## config.mk

```make
export PLATFORM = sky130hd
export DESIGN_NAME = apb_req_scheduler
export DESIGN_NICKNAME = d
export VERILOG_FILES = /design/src/rtl/apb_req_scheduler.sv
export SDC_FILE = /design/constraint.sdc
export NUM_CORES = 1
export LEC_CHECK = 0
export CORE_ASPECT_RATIO = 1.1
export CORE_MARGIN = 2
export CORE_UTILIZATION = 39
export DETAILED_ROUTE_END_ITERATION = 6
export PLACE_DENSITY = 0.76
export SYNTH_ARGS = -nofsm -noshare
export SYNTH_HDL_FRONTEND = slang
export SYNTH_SLANG_ARGS = --single-unit
```

## constraint.sdc

```tcl
create_clock -name PCLK -period 1.8 [get_ports PCLK]
set_clock_uncertainty 0.2 [all_clocks]
set_input_delay 0.36 -clock PCLK [delete_from_list [all_inputs] [get_ports PCLK]]
set_output_delay 0.36 -clock PCLK [all_outputs]
set_load 0.05 [all_outputs]
```

## src/rtl/apb_req_scheduler.sv

```systemverilog
`default_nettype none
// ============================================================================
// Module  : apb_req_scheduler
// Brief   : Round-robin scheduler sharing one APB master among N requesters,
//           with a per-transfer watchdog and a saturating stall counter.
// Rev     : 1.0  initial release
// ============================================================================

module apb_req_scheduler #(
   parameter int N       = 4,
   parameter int M       = 8,
   parameter int TIMEOUT = 16
) (
   input  logic                 PCLK,
   input  logic                 PRESET,
   input  logic [N-1:0]         req_valid,
   input  logic [N*M-1:0]       req_data,
   input  logic [2*N-1:0]       req_sel,
   input  logic [N-1:0]         req_err,
   output logic [N-1:0]         req_ready,
   output logic [N-1:0]         req_done,
   output logic [N-1:0]         req_timeout,
   output logic [M-1:0]         o_data,
   output logic                 o_data_ready,
   output logic [1:0]           o_protocol_sel,
   output logic                 o_alu_error,
   input  logic                 i_waiting,
   input  logic                 i_transfer_done,
   output logic                 o_busy,
   output logic [$clog2(N)-1:0] o_grant,
   output logic [7:0]           o_stall_cnt
);

   localparam int GW = $clog2(N);
   localparam int CW = $clog2(TIMEOUT);
   localparam logic [N-1:0]  c_one      = N'(1);
   localparam logic [CW-1:0] c_cnt_last = CW'(TIMEOUT - 1);

   typedef enum logic [1:0] {
      S_IDLE  = 2'd0,
      S_ISSUE = 2'd1,
      S_WAIT  = 2'd2,
      S_DONE  = 2'd3
   } state_t;

   state_t          r_state;
   logic [GW-1:0]   r_last;
   logic [CW-1:0]   r_cnt;

   logic [M-1:0]    w_data [N];
   logic [1:0]      w_sel  [N];
   logic [GW-1:0]   w_idx;
   logic [GW-1:0]   w_pick;
   logic            w_found;

   always_comb begin
      for (int k = 0; k < N; k++) begin
         w_data[k] = req_data[k*M +: M];
         w_sel[k]  = req_sel[2*k +: 2];
      end
   end

   // Search starts just after the last granted requester and wraps around.
   always_comb begin
      w_found = 1'b0;
      w_pick  = '0;
      w_idx   = '0;
      for (int i = 1; i <= N; i++) begin
         w_idx = GW'((int'(r_last) + i) % N);
         if (!w_found && req_valid[w_idx]) begin
            w_found = 1'b1;
            w_pick  = w_idx;
         end
      end
   end

   always_ff @(posedge PCLK or negedge PRESET) begin
      if (!PRESET) begin
         r_state        <= S_IDLE;
         r_last         <= GW'(N - 1);
         r_cnt          <= '0;
         req_ready      <= '0;
         req_done       <= '0;
         req_timeout    <= '0;
         o_data         <= '0;
         o_data_ready   <= 1'b0;
         o_protocol_sel <= '0;
         o_alu_error    <= 1'b0;
         o_busy         <= 1'b0;
         o_grant        <= '0;
         o_stall_cnt    <= '0;
      end else begin
         req_ready    <= '0;
         req_done     <= '0;
         req_timeout  <= '0;
         o_data_ready <= 1'b0;
         case (r_state)
            S_IDLE: begin
               if (w_found) begin
                  req_ready      <= c_one << w_pick;
                  o_grant        <= w_pick;
                  o_data         <= w_data[w_pick];
                  o_protocol_sel <= w_sel[w_pick];
                  o_alu_error    <= req_err[w_pick];
                  o_busy         <= 1'b1;
                  r_state        <= S_ISSUE;
               end
            end
            S_ISSUE: begin
               o_data_ready <= 1'b1;
               r_cnt        <= '0;
               r_state      <= S_WAIT;
            end
            S_WAIT: begin
               r_cnt <= r_cnt + 1'b1;
               if (i_waiting && (o_stall_cnt != 8'hFF)) begin
                  o_stall_cnt <= o_stall_cnt + 8'd1;
               end
               // A completion in the watchdog's last cycle still counts as done.
               if (i_transfer_done) begin
                  req_done <= c_one << o_grant;
                  r_state  <= S_DONE;
               end else if (r_cnt == c_cnt_last) begin
                  req_timeout <= c_one << o_grant;
                  r_state     <= S_DONE;
               end
            end
            S_DONE: begin
               r_last      <= o_grant;
               o_alu_error <= 1'b0;
               o_busy      <= 1'b0;
               r_state     <= S_IDLE;
            end
            default: r_state <= S_IDLE;
         endcase
      end
   end

endmodule

`default_nettype wire
```

; Yosys cells after proc, flatten, opt, wreduce, memory -nomap -nowiden
; Index checks and enable logic that the tools add are counted.
; W data, S select, Z words.
[totals]
reg_bits = 43
inputBits = 52
out_inout_bits = 35
elab_cells = 90
[classes]
add_sub_neg = 6
n_lt_le_gt_ge = 6
n_eq_ne = 7
n_shift = 2
muxes = 41
bitwise_logic = 1
n_reduce_logical = 14
[ops]
columns = op, count
row1 = $mux W4, 7
row2 = $mux W2, 9
row3 = $bmux W8 S2, 1
row4 = $mux W8, 2
row5 = $lt A2 B3 Y1 const B, 5
row6 = $mux W1, 12
row7 = $bmux W1 S2, 5
row8 = $add A8 B1 Y8 const B, 1
row9 = $ne A8 B8 Y1 const B, 1
row10 = $pmux W2 S4, 1
row11 = $pmux W4 S2, 1
row12 = $reduce_and A2 Y1, 4
row13 = $shl A1 B2 Y4 const A, 2
row14 = $add A2 B1 Y2 const B, 2
row15 = $add A2 B2 Y2 const B, 2
row16 = $add A4 B1 Y4 const B, 1
row17 = $bmux W2 S2, 1
row18 = $eq A2 B2 Y1 const B, 2
row19 = $eq A4 B4 Y1 const B, 1
row20 = $logic_and A1 B1 Y1, 4
row21 = $pmux W1 S2, 2
row22 = $reduce_bool A2 Y1, 2
row23 = $ge A3 B3 Y1 const B, 1
row24 = $logic_not A1 Y1, 3
row25 = 5 further kinds, 5

; Depth between registers and ports, before layout
; Gate-level depths: netlist (run 1).
[logic_depth]
depth_word = 17
mapped_depth = 9
depth_no_buf = 6

; Worst setup path before layout (run 1)
; No wires, ideal clock.
[synth_timing]
path_type = flip-flop to flip-flop
from = register r_last[1]
to = register o_data[0]
setup_time_ns = 0.118
t_arrival_ns = 1.653
required_ns = 1.482
setup_slack_ns = -0.171
path_stages_with_launch = 9
n_path_buf = 2
synth_period_minus_slack_ns = 1.971
path_cell_list = dfstp_2 -> buf_6 -> nand2b_1 -> a21oi_2 -> o221ai_4 -> buf_6 -> mux2i_1 -> o22ai_1 -> a21o_1
[synth_via]
elab_chain_len = 17
elab_cells_between_ends = 31
classes_between = add/sub (4) / mux (19) / bitwise (1) / reduce/logical (7)
[synth_lines]
columns = element, line_no
row1 = start: declaration, 47  ; logic [GW-1:0] r_last;
row2 = start signal: assignment, 80  ; r_last <= GW'(N - 1);
row3 = start signal: assignment, 129  ; r_last <= o_grant;
row4 = $add A2 B1 Y2, 69  ; w_idx = GW'((int'(r_last) + i) % N);
row5 = $bmux W1 S2, 70  ; if (!w_found && req_valid[w_idx]) begin
row6 = $mux W1 (implied by the code), 70
row7 = $mux W1, 70
row8 = $logic_not A1 Y1, 70
row9 = $logic_and A1 B1 Y1, 70
row10 = $mux W1, 70
row11 = $logic_not A1 Y1, 70
row12 = $logic_and A1 B1 Y1, 70
row13 = $mux W1, 70
row14 = $logic_not A1 Y1, 70
row15 = $logic_and A1 B1 Y1, 70
row16 = $mux W2, 70
row17 = $not A2 Y3 (implied by the code), 102  ; o_data <= w_data[w_pick];
row18 = $bmux W8 S2, 102
row19 = $mux W8 (implied by the code) (2 in a row), 102
row20 = end signal: assignment, 102
row21 = end: declaration, 23  ; output logic [M-1:0] o_data,
; Parallel ways exist; a longest one is shown, timed or not. The select of a mux whose other input is x is not followed.
; A chain may end at the register's enable or synchronous reset.

; Final worst setup path (run 1)
[layout_timing]
from = input port req_valid[2]
to = register o_alu_error
[layout_via]
elab_chain_len = 16
elab_cells_between_ends = 28
classes_between = eq/ne (1) / mux (20) / reduce/logical (7)
[layout_lines]
columns = element, line_no
row1 = start: declaration, 16  ; input logic [N-1:0] req_valid,
row2 = $bmux W1 S2, 70
row3 = $mux W1 (implied by the code), 70
row4 = $mux W1, 70
row5 = $logic_not A1 Y1, 70
row6 = $logic_and A1 B1 Y1, 70
row7 = $mux W1, 70
row8 = $logic_not A1 Y1, 70
row9 = $logic_and A1 B1 Y1, 70
row10 = $mux W1, 70
row11 = $logic_not A1 Y1, 70
row12 = $logic_and A1 B1 Y1, 70
row13 = $mux W2, 70
row14 = $bmux W1 S2, 104  ; o_alu_error <= req_err[w_pick];
row15 = $mux W1 (implied by the code), 104
row16 = $mux W1, 99  ; if (w_found) begin
row17 = $pmux W1 S2, 97  ; case (r_state)
row18 = end signal: assignment, 104
row19 = end: declaration, 26  ; output logic o_alu_error,
; Parallel ways exist; a longest one is shown, timed or not. The select of a mux whose other input is x is not followed.

==> impl_metrics.yaml, run 1 <==
timing:
  maxSlewViolCount: 0
  layout_min_cycle_time_ps: 2050
  slew_headroom_pct: 70.4
  final_hold_viol_count: 0
  setup_slack_ps: -251
  tightestPinTransition_ps: 445
  timing.final.crit_share_pct: 114
  setup_viol: 11
  max_freq_ghz: 0.488
  rsz0062_at_grt: "true"
cells_and_area:
  n_antenna_cell: 0
  syn_to_final_growth_pct: 75.2
  drive_gt1_share_pct: 30.2
  fin_nets: 375
  finish.instance_area_um2: 3770
  num-fill-cells: 398
critical_path:
  worstPathRequired_ps: 1810
  cp_max_fo: 11
  crit_type: "in -> reg"
  critPathArrivalTime_ps: 2070
  crit_path_end_kind: "flip-flop"
  crit_path_start_kind: "primary input"
power:
  leakage_nw: 1.79
  vdd_drop_max_mv: 1.22
  power.density_nw_per_um2: 1620
  power_mw: 6.12
logic_synthesis:
  synth-seq-cells: 43
  synth_edf_count: 0
  synth.distinct_cells: 36
  ys_seq_area_share_pct: 50.1
  yosys_warnings: 0
  async_reset_ff_share_pct: 100
  synth_nets: 258
  netlist_area_um2: 2150
  syn_inst: 200
  yosys.area.top_type: "dfrtp_1"
  synth_ff_type: "dfrtp_1"
  synth_top_area_share_pct: 47.7
  synth_top_cells_by_count: "dfrtp_1 (41), mux2i_1 (23), nand2_1 (19)"
  postSynthAreaPerCell_um2: 10.8
  synth_area_leaders: "dfrtp_1 (48%), mux2i_1 (11%), a21o_1 (3.5%)"
  yosysMostFrequentCell: "dfrtp_1"
clock_tree:
  cts_made_buffers: 5
  cts.sinks: 43
  cts.clk_slew.worst_paths_ps: 80
  cts_tree: "built"
  cts.path.max_buffers: 2
  cts-root-buf: "clkbuf_8"
  htree_num_levels: 2
  clk_latency_ps: 290
floorplanning:
  io-pin-count: 87
  die_height_um: 81.9
  start_util_pct: 40.1
  die_area_um2: 6130
  rows: 28
  core-area_um2: 5360
  die_w_um: 74.8
status:
  violations: "setup timing"
  status: "finished, violations left"
drt:
  met2WireLength_um: 3110
  via_per_inst: 4.99
  met3RoutedLength_um: 361
  finalWirelength_um: 5830
  via_count: 1962
  antenna_left: 0
  m1WireLength_um: 2320
  dr.pass1.iters: 4
  drt_iter0_drc: 53
  drcViolationCount: 0
  top_layer: "met4"
  detail_route.wl_per_cell_um: 14.8
placement:
  dp_hpwl_um: 4340
  postPlaceCellArea_um2: 3570
  io_buffers: 86
  gp_congestion: 0.808
global_route:
  grt_max_degree: 26
  track_usage_pct: 19.1
  grt_first_pass_wirelength_um: 8970
  grt_antenna_before_repair: 0
  grt_pass1_vias: 1943
  grt_overflow: 0
flow_run:
  cap_violations: 0
hold_path:
  worstHoldPathType: "reg -> reg"
==> stage by stage <==
stage	utilization, %	setup TNS [ps]	std cells	hold WS [ps]	setup WS, ps
floorplan	-	-1660	200	-136	-165
global placement	66.6	-7790	379	134	-548
detailed placement	66.6	-8470	379	128	-583
CTS	69.1	-2350	390	299	-231
global route	70.4	-3320	393	337	-356
finish	70.4	-2390	393	294	-251
==> report_power, final <==
group | switching [mW] | internal (mW) | total (mW)
sequential | 0.391 | 1.31 | 1.70
combinational | 1.85 | 1.90 | 3.74
clock | 0.328 | 0.349 | 0.678
==> sequential cells by signal, summed over array words and instances (netlist names) <==
signal	flops
o_busy	1
o_protocol_sel	2
req_timeout	4
r_cnt	4
o_data	8
req_done	4
o_data_ready	1
r_last	2
r_state	2
o_alu_error	1
req_ready	4
o_stall_cnt	8
o_grant	2
==> layout make-up <==
type / count / area [um^2] / area share (%)
clock buffer: 7 / 96.3 / 2.55
clock inverter: 1 / 7.51 / 0.199
inverter: 8 / 30.0 / 0.796
multi-input combinational: 140 / 1030 / 27.2
sequential: 43 / 1080 / 28.8
tap: 75 / 93.8 / 2.49
timing repair buffer: 119 / 1430 / 38.0
==> layer usage <==
layer / vias up / GRT usage, %
met5: - / 0
met4: 0 / 4.64
met3: 4 / 5.77
met2: 60 / 32.5
met1: 962 / 23.6
li1: 936 / -
==> layout by cell type, fill, tap and decap left out, types with 3 or more instances in the layout <==
| master | count |
|---|---|
| ha_1 | 5 |
| xor2_1 | 3 |
| dfrtp_2 | 5 |
| a21o_1 | 10 |
| xnor2_1 | 4 |
| buf_4 | 34 |
| nand4_1 | 3 |
| nand3_1 | 9 |
| nand2_1 | 19 |
| dfrtp_1 | 36 |
| nand2b_1 | 6 |
| clkdlybuf4s50_1 | 47 |
| mux2_2 | 3 |
| o21ai_0 | 9 |
| mux2i_1 | 23 |
| o22ai_1 | 10 |
| inv_1 | 8 |
| nor2_1 | 12 |
| buf_12 | 31 |
| clkbuf_8 | 7 |
==> worst max-delay path: stages <==
cell and delay [ps]:
clkdlybuf4s50_1 470, and2b_2 240, a21oi_4 130, o221ai_4 150, buf_12 190, mux2i_1 120, o221a_1 260, o21ai_1 150
==> worst paths after layout <==
path	startpoint	to	slack [ps]	cells after the start
max in group asynchronous	PRESET	r_last[1]$_DFFE_PN1P_	480	3
min in group asynchronous	PRESET	o_stall_cnt[1]$_DFFE_PN0P_	360	2
max reg2reg	r_last[1]$_DFFE_PN1P_	o_alu_error$_DFFE_PN0P_	-250	7
max	req_valid[2]	o_alu_error$_DFFE_PN0P_	-250	8
min	o_protocol_sel[0]$_DFFE_PN0P_	o_protocol_sel[0]$_DFFE_PN0P_	290	1
min reg2reg	o_protocol_sel[0]$_DFFE_PN0P_	o_protocol_sel[0]$_DFFE_PN0P_	290	1
==> what timing repair did <==
item | 4_1_cts | 5_1_grt
pin swaps | 1 | 5
resized for setup | 3 | 7
endpoints found under the hold margin | 18 | 0
endpoints found under the setup margin | 12 | 20
buffers inserted | 2 | 2
hold buffers | 1 | 0
gates cloned | 0 | 1
==> logic make-up (layout without fill, tap and decap cells) <==
logic type,count (synthesis),in the layout,share of synthesized area (%)
AO/OA/AOI/OAI,40,40,13.4
XOR/XNOR,7,7,2.85
adder cells (fa/ha/maj),6,6,3.49
buffers and inverters,17,135,4.48
flip-flops,43,43,50.1
multiplexers,26,26,12.3
AND/OR/NAND/NOR,61,61,13.4
No activity file was read; power rests on OpenSTA's default activity.
==> inputs of run 2 (changes only) <==
SKIP_CTS_REPAIR_TIMING = 1   (was default)
==> run 2 against run 1 <==
- the run still ends with setup timing left
- critical path depth unchanged
- register-to-register slack improved by 20 ps
- clock-buffer cell count unchanged
- sequential power about the same
- design area barely moved
- die area unchanged
- routed wire length decreased by 1.1%
- setup slack gained 12 ps
- sequential share of layout area is essentially flat
- cell count unchanged
- critical endpoint is now o_data[0]$_DFFE_PN0P_
- highest routed layer unchanged
==> impl_metrics.yaml, run 2 (synthesis results as in run 1) <==
status:
  status: "finished, violations left"
  violations: "setup timing"
clock_tree:
  clk_latency_ps: 290
  cts.sinks: 43
  cts_tree: "built"
  cts_made_buffers: 5
  cts.path.max_buffers: 2
  cts.clk_slew.worst_paths_ps: 80
  htree_num_levels: 2
  cts-root-buf: "clkbuf_8"
floorplanning:
  core-area_um2: 5360
  die_height_um: 81.9
  die_w_um: 74.8
  io-pin-count: 87
  start_util_pct: 40.1
  rows: 28
  die_area_um2: 6130
cells_and_area:
  num-fill-cells: 403
  fin_nets: 375
  drive_gt1_share_pct: 29.9
  reg_top3: "o_data (8), o_stall_cnt (8)"
  layout_commonest_cell: "clkdlybuf4s50_1"
  final_cell_mix: "clkdlybuf4s50_1 (48), dfrtp_1 (36), buf_4 (34)"
  n_antenna_cell: 0
  syn_to_final_growth_pct: 75.2
  utilization_pct: 70.3
critical_path:
  crit_family: "buffers and inverters"
  reg2reg_from: "r_last[1]$_DFFE_PN1P_"
  r2r_setup_slack_ps: -230
  crit_type: "in -> reg"
  path_cells: "clkdlybuf4s50_1 -> and2b_2 -> a21oi_4 -> o221ai_4 -> clkbuf_16 -> mux2i_1 -> o22ai_1 -> a21o_1"
  crit_path_start_kind: "primary input"
  worstPathRequired_ps: 1780
  critical_path_depth: 8
  crit_path_end_kind: "flip-flop"
  cpPeakStageDelay_ps: 500
  critPathArrivalTime_ps: 2020
  cp-startpoint: "req_valid[3]"
  worstReg2RegEnd: "o_data[0]$_DFFE_PN0P_"
  path_buf_inv: 2
  critical_path.slowest_cell: "clkdlybuf4s50_1"
  ff2ff_path_depth: 7
  cp_max_fo: 11
timing:
  timing.final.crit_share_pct: 113
  final_hold_viol_count: 0
  rsz0062_at_grt: "true"
  setup_slack_ps: -239
  tightestPinTransition_ps: 442
  setup_viol: 12
  layout_min_cycle_time_ps: 2040
  maxSlewViolCount: 0
  slew_headroom_pct: 70.5
  max_freq_ghz: 0.491
  finalSetupTns_ps: -2450
global_route:
  track_usage_pct: 18.9
  grt_max_degree: 26
  grt_overflow: 0
  grt_first_pass_wirelength_um: 8850
  grt_antenna_before_repair: 0
  grt_pass1_vias: 1941
drt:
  detail_route.wl_per_cell_um: 14.7
  via_per_inst: 4.94
  drt_iter0_drc: 53
  dr.pass1.iters: 4
  via_count: 1940
  finalWirelength_um: 5760
  drcViolationCount: 0
  antenna_left: 0
hold_path:
  holdPathEnd: "o_protocol_sel[0]$_DFFE_PN0P_"
  whs_path_depth: 1
  min-delay-start: "o_protocol_sel[0]$_DFFE_PN0P_"
  worstHoldPathType: "reg -> reg"
placement:
  io_buffers: 86
  gp_congestion: 0.808
  dp_hpwl_um: 4340
power:
  leakage_nw: 1.79
  power_mw: 6.10
  power.density_nw_per_um2: 1620
  vdd_drop_max_mv: 1.22
flow_run:
  cap_violations: 0
[run 2: metrics by stage]
step,hold slack [ps],area (um^2),cells,setup WS (ps)
4_1_cts,-190,3680,387,-275
3_5_place_dp,128,3570,379,-583
2_1_floorplan,-136,2190,200,-165
5_1_grt,337,3770,393,-323
6_report,294,3770,393,-239
3_3_place_gp,134,3570,379,-548
[run 2: per-layer routing]
layer / routed length (um) / global-route usage [%] / up-vias
li1: - / - / 936
met1: 2280 / 23.4 / 945
met2: 3100 / 32.0 / 55
met3: 349 / 5.77 / 4
met4: 34 / 4.64 / 0
met5: 0 / 0 / -
[run 2: cell type report]
type | count | area, um^2 | area share, %
timing repair buffer | 119 | 1430 | 38.0
tap | 75 | 93.8 | 2.49
inverter | 8 | 30.0 | 0.797
clock buffer | 7 | 96.3 | 2.56
clock inverter | 1 | 7.51 | 0.199
sequential | 43 | 1080 | 28.8
multi-input combinational | 140 | 1020 | 27.2
[run 2: worst max path at each step]
stage,endpoint
finish,o_data[0]$_DFFE_PN0P_
global route,o_alu_error$_DFFE_PN0P_
CTS,o_alu_error$_DFFE_PN0P_
detailed placement,o_alu_error$_DFFE_PN0P_
global placement,o_protocol_sel[1]$_DFFE_PN0P_
floorplan,o_data[0]$_DFFE_PN0P_
[run 2: where the power goes]
| group | internal, mW | switching (mW) | total (mW) | leakage (nW) |
|---|---|---|---|---|
| logic | 1.89 | 1.84 | 3.73 | 1.19 |
| registers | 1.31 | 0.386 | 1.70 | 0.547 |
| clock network | 0.349 | 0.326 | 0.676 | 0.0505 |
